### src/rtl/mem_arb_pkg.sv
// Shared types and defaults for the image-memory port arbiter.
package mem_arb_pkg;

    localparam int unsigned DEFAULT_MAX_BURST = 16;

    typedef enum logic [1:0] {
        IDLE,
        OWN_RD,
        OWN_WR
    } state_t;

    typedef enum logic {
        RD,
        WR
    } owner_t;

endpackage

### src/rtl/arb_perf_counters.sv
// Beat and contention counters for mem_port_arbiter (built only with ARB_PERF_CNT_EN).
module arb_perf_counters (
    input  logic        clk,
    input  logic        reset,
    input  logic        rd_beat,
    input  logic        wr_beat,
    input  logic        conflict,
    output logic [31:0] rd_beats,
    output logic [31:0] wr_beats,
    output logic [31:0] conflict_cycles
);

    always_ff @(posedge clk) begin
        if (reset) begin
            rd_beats        <= '0;
            wr_beats        <= '0;
            conflict_cycles <= '0;
        end else begin
            if (rd_beat)  rd_beats        <= rd_beats + 32'd1;
            if (wr_beat)  wr_beats        <= wr_beats + 32'd1;
            if (conflict) conflict_cycles <= conflict_cycles + 32'd1;
        end
    end

endmodule

### src/rtl/mem_port_arbiter.sv
// Round-robin, burst-capped arbiter for the shared image-memory port (read vs writeback).
// Optional perf counters: define ARB_PERF_CNT_EN.
module mem_port_arbiter
    import mem_arb_pkg::*;
#(
    parameter int unsigned ADDR_W    = 32,
    parameter int unsigned DATA_W    = 8,
    parameter int unsigned MAX_BURST = DEFAULT_MAX_BURST
) (
    input  logic              clk,
    input  logic              reset,
    input  logic              rd_req,
    input  logic [ADDR_W-1:0] rd_addr,
    output logic              rd_gnt,
    output logic [DATA_W-1:0] rd_data,
    output logic              rd_valid,
    input  logic              wr_req,
    input  logic [ADDR_W-1:0] wr_addr,
    input  logic [DATA_W-1:0] wr_data,
    output logic              wr_gnt,
    output logic [ADDR_W-1:0] mem_addr,
    output logic [DATA_W-1:0] mem_data_out,
    output logic              mem_rw,
    output logic              mem_en,
    input  logic [DATA_W-1:0] mem_data_in
`ifdef ARB_PERF_CNT_EN
   ,output logic [31:0]       rd_beats,
    output logic [31:0]       wr_beats,
    output logic [31:0]       conflict_cycles
`endif
);

    localparam int unsigned          CNT_W   = $clog2(MAX_BURST) + 1;
    localparam logic [CNT_W-1:0]     CNT_CAP = CNT_W'(MAX_BURST - 1);

    state_t            state, state_nx;
    owner_t            last_owner, last_owner_nx;
    logic [CNT_W-1:0]  burst_cnt, burst_cnt_nx;
    logic              own_req, other_req;
    logic              rd_beat, wr_beat;

    always_comb begin
        state_nx      = state;
        last_owner_nx = last_owner;
        burst_cnt_nx  = burst_cnt;
        own_req       = 1'b0;
        other_req     = 1'b0;

        unique case (state)
            IDLE: begin
                if (rd_req && wr_req)
                    state_nx = (last_owner == WR) ? OWN_RD : OWN_WR;
                else if (rd_req)
                    state_nx = OWN_RD;
                else if (wr_req)
                    state_nx = OWN_WR;
            end
            OWN_RD: begin
                own_req   = rd_req;
                other_req = wr_req;
            end
            OWN_WR: begin
                own_req   = wr_req;
                other_req = rd_req;
            end
            default: state_nx = IDLE;
        endcase

        // own_req is true in the cap test, so the cap only fires on an accepted beat
        if (state == OWN_RD || state == OWN_WR) begin
            if (!own_req || (burst_cnt == CNT_CAP && other_req)) begin
                last_owner_nx = (state == OWN_RD) ? RD : WR;
                burst_cnt_nx  = '0;
                if (other_req)
                    state_nx = (state == OWN_RD) ? OWN_WR : OWN_RD;
                else
                    state_nx = IDLE;
            end else if (burst_cnt != CNT_CAP) begin
                burst_cnt_nx = burst_cnt + CNT_W'(1);
            end
        end
    end

    assign rd_gnt       = (state == OWN_RD);
    assign wr_gnt       = (state == OWN_WR);
    assign rd_beat      = rd_gnt && rd_req;
    assign wr_beat      = wr_gnt && wr_req;
    assign mem_en       = own_req;
    assign mem_rw       = wr_gnt;
    assign mem_addr     = rd_beat ? rd_addr : (wr_beat ? wr_addr : '0);
    assign mem_data_out = wr_beat ? wr_data : '0;

    always_ff @(posedge clk) begin
        if (reset) begin
            state      <= IDLE;
            last_owner <= WR;
            burst_cnt  <= '0;
            rd_valid   <= 1'b0;
            rd_data    <= '0;
        end else begin
            state      <= state_nx;
            last_owner <= last_owner_nx;
            burst_cnt  <= burst_cnt_nx;
            rd_valid   <= rd_beat;
            rd_data    <= rd_beat ? mem_data_in : '0;
        end
    end

`ifdef ARB_PERF_CNT_EN
    arb_perf_counters u_perf (
        .clk             (clk),
        .reset           (reset),
        .rd_beat         (rd_beat),
        .wr_beat         (wr_beat),
        .conflict        (rd_req && wr_req && !(rd_gnt && wr_gnt)),
        .rd_beats        (rd_beats),
        .wr_beats        (wr_beats),
        .conflict_cycles (conflict_cycles)
    );
`endif

endmodule

### config.mk
export PLATFORM = sky130hd
export DESIGN_NAME = mem_port_arbiter
export DESIGN_NICKNAME = d
export VERILOG_FILES = /design/src/rtl/mem_arb_pkg.sv /design/src/rtl/arb_perf_counters.sv /design/src/rtl/mem_port_arbiter.sv
export SDC_FILE = /design/constraint.sdc
export NUM_CORES = 1
export LEC_CHECK = 0
export CORE_UTILIZATION = 29
export CTS_CLUSTER_DIAMETER = 80
export DETAILED_ROUTE_END_ITERATION = 7
export GPL_TIMING_DRIVEN = 0
export PLACE_DENSITY = 0.95
export SLEW_MARGIN = 10
export SYNTH_ARGS = -nofsm -noshare
export SYNTH_HDL_FRONTEND = slang
export SYNTH_SLANG_ARGS = --single-unit
### constraint.sdc
create_clock -name clk -period 5 [get_ports clk]
set_input_delay 0.75 -clock clk [delete_from_list [all_inputs] [get_ports clk]]
set_output_delay 0.75 -clock clk [all_outputs]
set_load 0.01 [all_outputs]
==> impl_results.rst <==
.. list-table::
   :header-rows: 1

   * - Metric
     - Value
   * - Number of optimization iterations in the first detailed-route pass
     - 4
   * - Ys flop type
     - dfxtp_1
   * - Total clock sinks
     - 17
   * - Clock buffer count from CTS
     - 3
   * - Area fraction of the dominant cell type after synthesis
     - 0.293
   * - Count of distinct cell types in the synthesized netlist
     - 31
   * - Count of non-filler cells in the finished layout
     - 321
   * - Average wire per cell in the routed design
     - 13.9 microns
   * - Reported max-cap violation count
     - 0
   * - Die Wd
     - 65.3 microns
   * - Resize count post-CTS
     - 0
   * - Depth of the CTS H-tree
     - 1
   * - Layout net count
     - 363
   * - Number of DRC violations after detailed-routing iteration 0
     - 18
   * - CTS clk-pin slew, worst paths
     - 0.06 ns
   * - Number of instances in the synthesized netlist
     - 134
   * - DR DRC count
     - 0
   * - Final period util
     - 0.725
   * - CTS Hold Bufs
     - 0
   * - Flip-flop and latch count after synthesis
     - 17
   * - Avg Synthesized Cell Area
     - 8.67 sq um
   * - Starting density of the core
     - 0.310
   * - Accumulated negative setup slack
     - 0 ns
   * - Static Leakage
     - 0.00102 uW
   * - Sum of net half-perimeters after detailed placement
     - 3.80 mm
   * - Instance count after placement with tap cells included
     - 317
   * - Relative slew slack
     - 0.715
   * - Die Area
     - 0.00426 sq mm
   * - Initial antenna violation count
     - 0
   * - Worst Hold Launch
     - burst_cnt[4]
   * - Max Root-Sink Buffers
     - 2
   * - Depth of the worst register-to-register path
     - 7
   * - Sequential cell area fraction in the yosys report
     - 0.293
   * - Height of the die
     - 65.3 microns
   * - Worst clock skew
     - 0.00641 ns
   * - Critical setup path kind
     - primary input to output port
   * - GRT Resource Usage Total
     - 0.202
   * - Type of element capturing the critical path
     - output port
   * - TritonCTS clock tree
     - built
   * - Number of global-route vias before repair
     - 1,561
   * - WL final
     - 4.47 mm
   * - Routability Congestion
     - 0.754
   * - Power density over cell area
     - 291 mW/mm^2
   * - Highest net fanout along the worst path
     - 10
   * - Post CTS Setup Buffer Count
     - 0
   * - Post-synth top cells
     - 32 x a22o_1, 17 x dfxtp_1, 9 x and2_1, 9 x and3_1, 8 x nand2_1
   * - Data required time of the worst path
     - 4.25 ns
   * - Transition time at the pin with the least slew margin
     - 0.425 ns
   * - IO Port Bufs
     - 135
   * - Register-to-register setup slack
     - 3.09 ns
   * - Type of element launching the critical path
     - primary input
   * - Total via count after detailed routing
     - 1,569
   * - Overflow left after global routing
     - 0
   * - Core area
     - 0.00374 sq mm
   * - First-pass GRT wire length
     - 6.78 mm
   * - RSZ-0062 raised after global routing
     - false
   * - Hold path cells
     - 2
   * - Final Max Tran Viols
     - 0
   * - Diode insertion count for antenna repair
     - 0
   * - Most frequent cell after synthesis
     - a22o_1
   * - Min cycle time layout
     - 3.63 ns
   * - Arrival time at the worst endpoint
     - 2.88 ns
   * - Area delta synth->final
     - 125%
   * - Kind of path behind the tightest hold check
     - flip-flop to flip-flop
   * - Share of layout cells above drive strength 1
     - 0.0403
   * - Number of flops mapped to enable cells by yosys
     - 0
   * - Summed instance area of the synthesized netlist
     - 0.00116 sq mm
   * - Share of synthesized flip-flops with an asynchronous set or reset
     - 0
   * - Core Rows
     - 22
   * - Destination of the worst hold path
     - burst_cnt[4]
   * - CTS Root Buffer Type
     - clkbuf_8
   * - Maximum VDD drop
     - 0.228 mV
   * - Worst flop-to-flop path startpoint
     - burst_cnt[0]
   * - Clock insertion delay at the later pin of the skew report
     - 0.25 ns
   * - Antenna Nets Post-Route
     - 0
   * - Capture instance of the worst register-to-register path
     - state[1]
   * - Top post-synthesis cells by area
     - dfxtp_1 29%, a22o_1 24%, ha_1 5.4%
   * - Final Hold Violating Endpoints
     - 0
   * - Yosys warning count
     - 0
   * - Syn nets
     - 223
   * - Io pins
     - 137
   * - Per-cell via count in the routed design
     - 4.89
   * - Number of setup violations in the final report
     - 0
   * - Status
     - finished, final reports clean
   * - FMAX
     - 276 MHz
   * - Maximum number of pins on one net before global-route repair
     - 11
   * - Library cell occupying the most area in the post-synthesis netlist
     - dfxtp_1
-- layer usage --
metal / track usage / wire (microns) / up-vias
li1: - / - / 781
met1: 0.196 / 1620 / 706
met2: 0.407 / 2420 / 74
met3: 0.0451 / 348 / 8
met4: 0.0734 / 73 / 0
met5: 0 / 0 / -
-- registers in the layout (all words and copies together) (netlist names) --
signal	flops
last_owner	1
burst_cnt	5
rd_valid	1
rd_data	8
state	2
-- how the worst max path moves through the flow --
stage	from	to	slack [ns]
2_1_floorplan	rd_req	mem_addr[10]	2.67
3_3_place_gp	rd_req	mem_addr[29]	1.35
3_5_place_dp	rd_req	mem_addr[10]	1.38
4_1_cts	rd_req	mem_addr[10]	1.37
5_1_grt	rd_req	mem_addr[22]	1.23
6_report	rd_req	mem_addr[22]	1.37
-- worst max-delay path: stages --
cell             delay, ns
clkdlybuf4s50_1       0.55
and2_4                0.23
buf_6                 0.13
nor2_1                0.23
buf_2                 0.27
a22o_1                0.15
clkdlybuf4s50_1       0.56
-- placed cells by master (no fill, tap or decap), drive strengths merged, types with 6 or more instances in the layout --
master / synthesis / final
a22o: 32 / 32
and2: 10 / 10
and3: 9 / 9
buf: 6 / 6
clkbuf: 5 / 9
clkdlybuf4s50: 0 / 135
dfxtp: 17 / 17
nand2: 8 / 8
nor2: 7 / 7
-- report_power, final --
part | internal (uW) | switching, uW
logic | 291 | 210
clock network | 56.5 | 44.0
registers | 151 | 9.40
total | 499 | 264
-- cells by family after synthesis --
kind of cell / synth area share
AOI/OAI and AO/OA: 0.350
xor gates and xnor gates: 0.00754
adders and majority gates: 0.0539
buffers and inverters: 0.0625
DFF: 0.293
muxes: 0.00862
and+or+nand+nor: 0.224
-- per-stage QoR --
step / total power [uW] / area, sq um / hold slack (ns) / setup WS, ns / util
floorplan: 414 / 1160 / 0.451 / 2.67 / -
global placement: 657 / 2570 / 0.463 / 1.35 / 0.687
detailed placement: 667 / 2570 / 0.489 / 1.38 / 0.687
CTS: 769 / 2620 / 0.502 / 1.37 / 0.699
global route: 813 / 2620 / 0.543 / 1.23 / 0.699
finish: 763 / 2620 / 0.501 / 1.37 / 0.699
-- layout make-up --
cell class	instances	area, sq um
clock buffer	4	45.0
multi-input combinational	102	748
timing repair buffer	135	1350
fill	305	1130
buffer	11	57.6
sequential	17	340
tap	48	60.1
inverter	4	15.0
(Power assumes the default switching activity.)
